--- config.mk ---
export PLATFORM = sky130hd
export DESIGN_NAME = seg7_scan_driver
export DESIGN_NICKNAME = d
export VERILOG_FILES = /design/src/rtl/seg7_scan_driver.sv
export SDC_FILE = /design/constraint.sdc
export NUM_CORES = 1
export LEC_CHECK = 0
export BUFFER_PORTS_ARGS = -buffer_cell sky130_fd_sc_hd__clkbuf_2
export CAP_MARGIN = 20
export CORE_MARGIN = 3
export CORE_UTILIZATION = 24
export DETAILED_ROUTE_END_ITERATION = 8
export GPL_TIMING_DRIVEN = 0
export PLACE_DENSITY = 0.38
export SLEW_MARGIN = 20
export SYNTH_ARGS = -nofsm -noshare
export SYNTH_HDL_FRONTEND = slang
export SYNTH_SLANG_ARGS = --single-unit
export TNS_END_PERCENT = 1
--- constraint.sdc ---
create_clock -name clk -period 2.6 [get_ports clk]
set_clock_uncertainty 0.15 [all_clocks]
set_input_delay 0.65 -clock clk [delete_from_list [all_inputs] [get_ports clk]]
set_output_delay 0.65 -clock clk [all_outputs]
set_load 0.005 [all_outputs]
--- src/rtl/seg7_scan_driver.sv ---
// seg7_scan_driver
//   Drives a 4-digit common-anode 7-segment display from a packed BCD score.
//   Each digit is shown for DIGIT_CYCLES clocks in turn. The BCD input is
//   copied into a shadow register only at frame boundaries, so a frame never
//   mixes digits from two different values. Optional leading-zero blanking,
//   per-digit decimal points and a whole-display blink are also provided.
//
// Ports
//   clk        system clock, rising edge
//   reset      asynchronous, active-high
//   BCD        packed BCD {thousands, hundreds, tens, units}
//   blank_lz   1 = suppress leading zeros (digit 0 always shown)
//   blink_en   1 = blank all anodes during the blink "off" half-period
//   dp_mask    bit k lights the decimal point of digit k (0 = units)
//   an         anode enables, active-low, one-hot
//   seg        cathodes {g,f,e,d,c,b,a}, active-low
//   dp         decimal-point cathode, active-low
//   frame_tick one-cycle pulse as digit 0 of a new frame begins
module seg7_scan_driver #(
  parameter int unsigned DIGIT_CYCLES = 100000,
  parameter int unsigned BLINK_FRAMES = 125
) (
  input  logic        clk,
  input  logic        reset,
  input  logic [15:0] BCD,
  input  logic        blank_lz,
  input  logic        blink_en,
  input  logic [3:0]  dp_mask,
  output logic [3:0]  an,
  output logic [6:0]  seg,
  output logic        dp,
  output logic        frame_tick
);

  localparam int unsigned PW = (DIGIT_CYCLES > 1) ? $clog2(DIGIT_CYCLES) : 1;
  localparam int unsigned CW = (BLINK_FRAMES > 1) ? $clog2(BLINK_FRAMES) : 1;
  localparam logic [PW-1:0] P_LAST = PW'(DIGIT_CYCLES - 1);
  localparam logic [CW-1:0] C_LAST = CW'(BLINK_FRAMES - 1);

  logic [PW-1:0] prescaler;
  logic [1:0]    digit_sel;
  logic [15:0]   shadow;
  logic [CW-1:0] blink_cnt;
  logic          blink_phase;

  logic          tc;
  logic          frame_end;
  logic [3:0]    nib;
  logic [3:0]    lz;
  logic [3:0]    an_nxt;
  logic [6:0]    seg_nxt;
  logic          dp_nxt;

  function automatic logic [6:0] decode(input logic [3:0] n);
    logic [6:0] s;
    case (n)
      4'd0:    s = 7'b1000000;
      4'd1:    s = 7'b1111001;
      4'd2:    s = 7'b0100100;
      4'd3:    s = 7'b0110000;
      4'd4:    s = 7'b0011001;
      4'd5:    s = 7'b0010010;
      4'd6:    s = 7'b0000010;
      4'd7:    s = 7'b1111000;
      4'd8:    s = 7'b0000000;
      4'd9:    s = 7'b0010000;
      default: s = 7'b0111111;  // invalid BCD: dash
    endcase
    return s;
  endfunction

  always_comb begin
    tc        = (prescaler == P_LAST);
    frame_end = tc && (digit_sel == 2'd3);

    case (digit_sel)
      2'd0:    nib = shadow[3:0];
      2'd1:    nib = shadow[7:4];
      2'd2:    nib = shadow[11:8];
      default: nib = shadow[15:12];
    endcase

    // lz[k]: every nibble from 3 down to k is zero; digit 0 never blanks
    lz[3] = (shadow[15:12] == 4'd0);
    lz[2] = lz[3] && (shadow[11:8] == 4'd0);
    lz[1] = lz[2] && (shadow[7:4] == 4'd0);
    lz[0] = 1'b0;

    an_nxt = ~(4'b0001 << digit_sel);
    if (blink_en && blink_phase)
      an_nxt = '1;

    seg_nxt = (blank_lz && lz[digit_sel]) ? '1 : decode(nib);
    dp_nxt  = ~dp_mask[digit_sel];
  end

  always_ff @(posedge clk or posedge reset) begin
    if (reset) begin
      prescaler   <= '0;
      digit_sel   <= '0;
      shadow      <= '0;
      blink_cnt   <= '0;
      blink_phase <= 1'b0;
      an          <= '1;
      seg         <= '1;
      dp          <= 1'b1;
      frame_tick  <= 1'b0;
    end else begin
      prescaler <= tc ? '0 : prescaler + 1'b1;

      if (tc)
        digit_sel <= digit_sel + 2'd1;

      // Frame boundary: capture the new value and advance the blink timer
      if (frame_end) begin
        shadow <= BCD;
        if (blink_cnt == C_LAST) begin
          blink_cnt   <= '0;
          blink_phase <= ~blink_phase;
        end else begin
          blink_cnt <= blink_cnt + 1'b1;
        end
      end

      frame_tick <= frame_end;
      an         <= an_nxt;
      seg        <= seg_nxt;
      dp         <= dp_nxt;
    end
  end

endmodule

* Yosys cells after proc, flatten, opt, wreduce, memory -nomap -nowiden
Memory sizes are Yosys's and may differ from the RTL's.
Index checks and enable logic that the tools add are counted.
Widths: inputs -> output; s select.
** Cells by class
- Add/subtract/negate cells :: 3
- $lt $le $gt $ge :: 1
- Eq/ne operators :: 5
- Shift operators :: 1
- Multiplexer cells :: 9
- Bitwise gates (word level) :: 3
- Reductions and logical operators :: 10
** Operators by type and width (number)
- $add 17x1->17 const B :: 1
- $eq 17x17->1 const B :: 1
- $mux 17 :: 1
- $mux 7 :: 2
- $logic_not 4->1 :: 3
- $pmux 4 s3 :: 1
- $add 7x1->7 const B :: 1
- $eq 7x7->1 const B :: 1
- $logic_and 1x1->1 :: 5
- $bmux 1 s2 :: 2
- $eq 2x2->1 const B :: 2
- $mux 4 :: 1
- $not 4->4 :: 1
- $shl 1x2->4 const A :: 1
- $lt 2x3->1 const B :: 1
- $add 2x1->2 const B :: 1
- $eq 2x1->1 const B :: 1
- $logic_not 2->1 :: 1
- $mux 1 :: 2
- $not 1->1 :: 2
- $reduce_and 2->1 :: 1
** Storage, ports and cells
- Register bits :: 56
- ROM bits :: 112
- Input bits :: 24
- Logic and storage cells :: 42
- Memories kept :: 1
** Memories
- (no name shown) :: depth 16, width 7, read ports 1, clocked after memory_dff 0, write ports 0, RTL line 56 : case (n)

* Logic depth before layout (Yosys ltp)
- Depth in word-level cells :: 7
- Mapped depth :: 9
- Mapped depth without buffers :: 9

* Worst setup path before layout
OpenSTA, ideal clock, no wires.
- Kind :: flip-flop to flip-flop
- From :: register digit_sel[0]
- To :: register seg[0]
- Setup time :: 0.066 ns
- Arrival :: 2.153 ns
- Path slack :: 0.231 ns
- Stages on the path, launching flop included :: 7
- Buffers on the path :: 0
- Period minus slack after synthesis :: 2.369 ns
- Path through :: dfrtp_1 inv_1 ha_1 a222oi_1 mux2i_1 or4b_2 nand4_1
** Between the ends
- Longest elaborated chain between the ends :: 4
- Elaborated cells on any way between the ends :: 9
- Those cells by class :: eq/ne (2); mux (4); reduce/logical (2); memory (1)
** RTL lines
- from (decl) :: RTL line 41 : logic [1:0] digit_sel;
- from (signal assigned) :: RTL line 112 : digit_sel <= digit_sel + 2'd1;
- $eq 2x2->1 (tied with other cells) :: RTL line 76 : case (digit_sel)
- $pmux 4 s3 / $mux 1 (equally long branches) :: RTL line 76, 93
- $mem_v2 16x7 / $logic_and 1x1->1 (equally long branches)
- $mux 7 * :: RTL line 93 : seg_nxt = (blank_lz && lz[digit_sel]) ? '1 : decode(nib);
- named net seg_nxt[0] :: RTL line 51 : logic [6:0] seg_nxt;
- to (signal assigned) :: RTL line 127 : seg <= seg_nxt;
- to (decl) :: RTL line 30 : output logic [6:0] seg,
Mark *: on every way through the listed nets, which the timed path passes. The rest lies on a longest branch. The select of a mux whose other input is x is not followed.
A chain may end at the register's enable or synchronous reset.

* Worst setup path after layout
- From :: register digit_sel[0]
- To :: register seg[3]
The elaborated chain is that of the path after synthesis.

==> run metrics <==
CTS Root Cell=clkbuf_8; die area=12500 um^2; Worst slew margin=0.6772; count of final max-slew check failures=0; gp weighted congestion=0.7570; maximum vdd ir drop=185.8 uV; Clock transition at path regs=0.10 ns; Lkg Pwr=1.462 nW; global-route wire length before repair=10.05 mm; WL per Instance=14.09 um; initial antenna violation count=0; Setup CP Type=reg2reg; Synth Register Bits=56; worst reg2reg path startpoint=digit_sel[0]$_DFFE_PP0N_; fmax=401.3 MHz; RSZ-0062 raised after global routing=true; global router's overall resource usage=0.09824; CTS Sinks=56; Unique masters post-synth=45; critical path launch point=digit_sel[0]$_DFFE_PP0N_; clock group share of total power=0.337; most frequent cells in the layout=dfrtp_1 (42), clkbuf_2 (36), o21ai_0 (16), inv_1 (15), nand3_1 (15); PD cells=434.5 nW/um^2; via count=1930; core footprint=10890 um^2; Fin. Hold Viols=0; final setup vio count=0; fraction of final layout cells sized beyond drive strength 1=0.2517; CTS max path bufs=2; Crit. End Element=flip-flop; clock buffer count from CTS=5; via count normalized by instance count=4.531; Mapped Area=2688 um^2; Tmin final=2.492 ns; Slew @ Worst Pin=0.4841 ns; Comb power frac=0.031; internal power=1.082 mW; Max Cap Viol=0; final period utilization=0.9585; yosys warns=0; Final TNS setup=0 ns; Die Ht=111.8 um; DP Wirelength=4.362 mm; area delta synth->final=18.39%; initial DRC count=101; run status=finished, final reports clean; syn nets=274; H-Tree Level Count=2; Worst-Skew Late Latency=0.30 ns; WHS=0.09931 ns; drt drc=0; commonest non-fill, non-tap cell in the layout=dfrtp_1; Critical Path Fanout Max=7; drt total wl=6.004 mm; Hold-fix buffers, CTS=0; total congestion overflow=0; Post-DP Area=3073 um^2; vias in the first global route=1960; Initial DRT Pass Iterations=4; reg2reg setup slack=0.11 ns; sw frac=0.2176; Diodes inserted=0; Arrival @ worst endpoint=2.59 ns; Final #Nets=320; final non-filler cell total=426; # rows=38; R2R depth=6; Boundary Pins=37; port bufs=36; Inst Count DP=416; Crit path required time=2.69 ns; Mapped Cells=239; post-synthesis average cell area=11.25 um^2; starting density of the core=0.2468; P_sw=0.3009 mW; largest net degree at the start of global routing=43; ANT nets after route=0; Min-Delay Path Class=in2async; Seq pwr share=0.631; Critical R2R Capture=seg[3]$_DFF_PP1_; die width=111.8 um; CTS tree=built; crit start category=flip-flop; sequential area share after synthesis=0.5270; fin area=3182 um^2
## logic make-up after synthesis
family | count (synthesis) | synth area share
AND/OR/NAND/NOR | 72 | 0.1550
flip-flops | 56 | 0.5270
AO/OA/AOI/OAI | 42 | 0.1038
buffers and inverters | 26 | 0.03957
multiplexers | 18 | 0.07775
XOR/XNOR | 14 | 0.04562
adder cells (fa/ha/maj) | 11 | 0.05121
## what timing repair did
item                                   4_1_cts  5_1_grt
cloned                                       0        0
pin swaps                                    2        2
endpoints found under the hold margin        0        0
resized for setup                            4        1
setup buffers                                1        1
setup endpoints to repair                    9       16
## stage by stage
stage | power [mW] | worst slack [ns] | utilization
floorplan | 0.9036 | 0.2306 | -
global placement | 0.9292 | -0.4452 | 0.2795
detailed placement | 0.9355 | -0.2898 | 0.2822
CTS | 1.412 | 0.02005 | 0.2912
global route | 1.447 | -0.05221 | 0.2922
finish | 1.382 | 0.1079 | 0.2922
## flip-flops by register name, indices dropped and copies added, names as in the netlist
| register | flops |
|---|---|
| prescaler | 17 |
| shadow | 16 |
| blink_cnt | 7 |
| seg | 7 |
| an | 4 |
| digit_sel | 2 |
| blink_phase | 1 |
| dp | 1 |
| frame_tick | 1 |
## metal layers
layer  track usage  share of wire
met4       0.01946         0.0085
met5             0              0
met2        0.1687           0.50
met3       0.02174          0.026
met1        0.1277           0.47
## cell usage after synthesis
cell,n,area [um^2]
a22o_1,1,8.760
xor2_1,4,35.03
nand2_1,12,45.04
nor4_4,1,21.27
dfstp_2,12,315.3
nor4_1,3,18.77
nor3b_1,1,7.510
o2bb2ai_1,2,17.52
nand2b_1,4,25.02
inv_1,16,60.06
o311ai_0,2,17.52
o21ai_0,16,80.08
and3_1,6,37.54
nor2b_1,1,6.260
a31oi_1,1,6.260
dfrtp_1,44,1101
o22a_1,1,8.760
a21o_1,1,7.510
o2111a_1,1,11.26
mux2i_1,4,40.04
or3_1,3,18.77
nor3_1,3,15.01
a211oi_1,2,15.01
inv_2,1,3.750
a222oi_1,3,30.03
mux2_1,13,146.4
o41ai_1,1,8.760
or4b_1,2,20.02
o21a_1,1,7.510
clkbuf_1,6,22.52
or4b_2,2,20.02
a21oi_1,6,30.03
xnor2_1,10,87.58
buf_4,2,15.01
mux4_2,1,22.52
ha_1,11,137.6
nand4b_1,1,8.760
nand3_1,15,75.07
o211ai_1,2,15.01
a22oi_1,2,15.01
and4_1,3,26.28
nand2_2,1,6.260
buf_2,1,5.000
nor2_1,9,33.78
nand4_1,5,31.28
## power by group through the flow
stage | clock network, mW | registers, mW | logic, mW
floorplan | 0 | 0.889 | 0.0142
global placement | 0 | 0.889 | 0.0400
detailed placement | 0 | 0.889 | 0.0463
CTS | 0.492 | 0.873 | 0.0464
global route | 0.524 | 0.873 | 0.0501
finish | 0.466 | 0.873 | 0.0433
## critical path, cell delays in order, from the launching register on
cell and delay, ns:
dfrtp_2 0.47, inv_1 0.12, ha_2 0.25, a222oi_1 0.45
mux2i_2 0.15, or4b_2 0.71, nand4_1 0.13
## worst max path at each step
stage / endpoint / cells after the start
floorplan: seg[0]$_DFF_PP1_ / 6
global route: seg[3]$_DFF_PP1_ / 6
CTS: shadow[10]$_DFFE_PP0P_ / 7
detailed placement: seg[3]$_DFF_PP1_ / 6
finish: seg[3]$_DFF_PP1_ / 6
global placement: blink_cnt[0]$_DFFE_PP0P_ / 2
## layout make-up
type	instances	area, um^2
inverter	17	66.31
tap	140	175.2
multi-input combinational	157	1175
buffer	9	42.54
fill	1139	7706
timing repair buffer	39	222.7
clock buffer	7	76.32
sequential	56	1419
clock inverter	1	5.005
No activity file was read; power rests on OpenSTA's default activity.
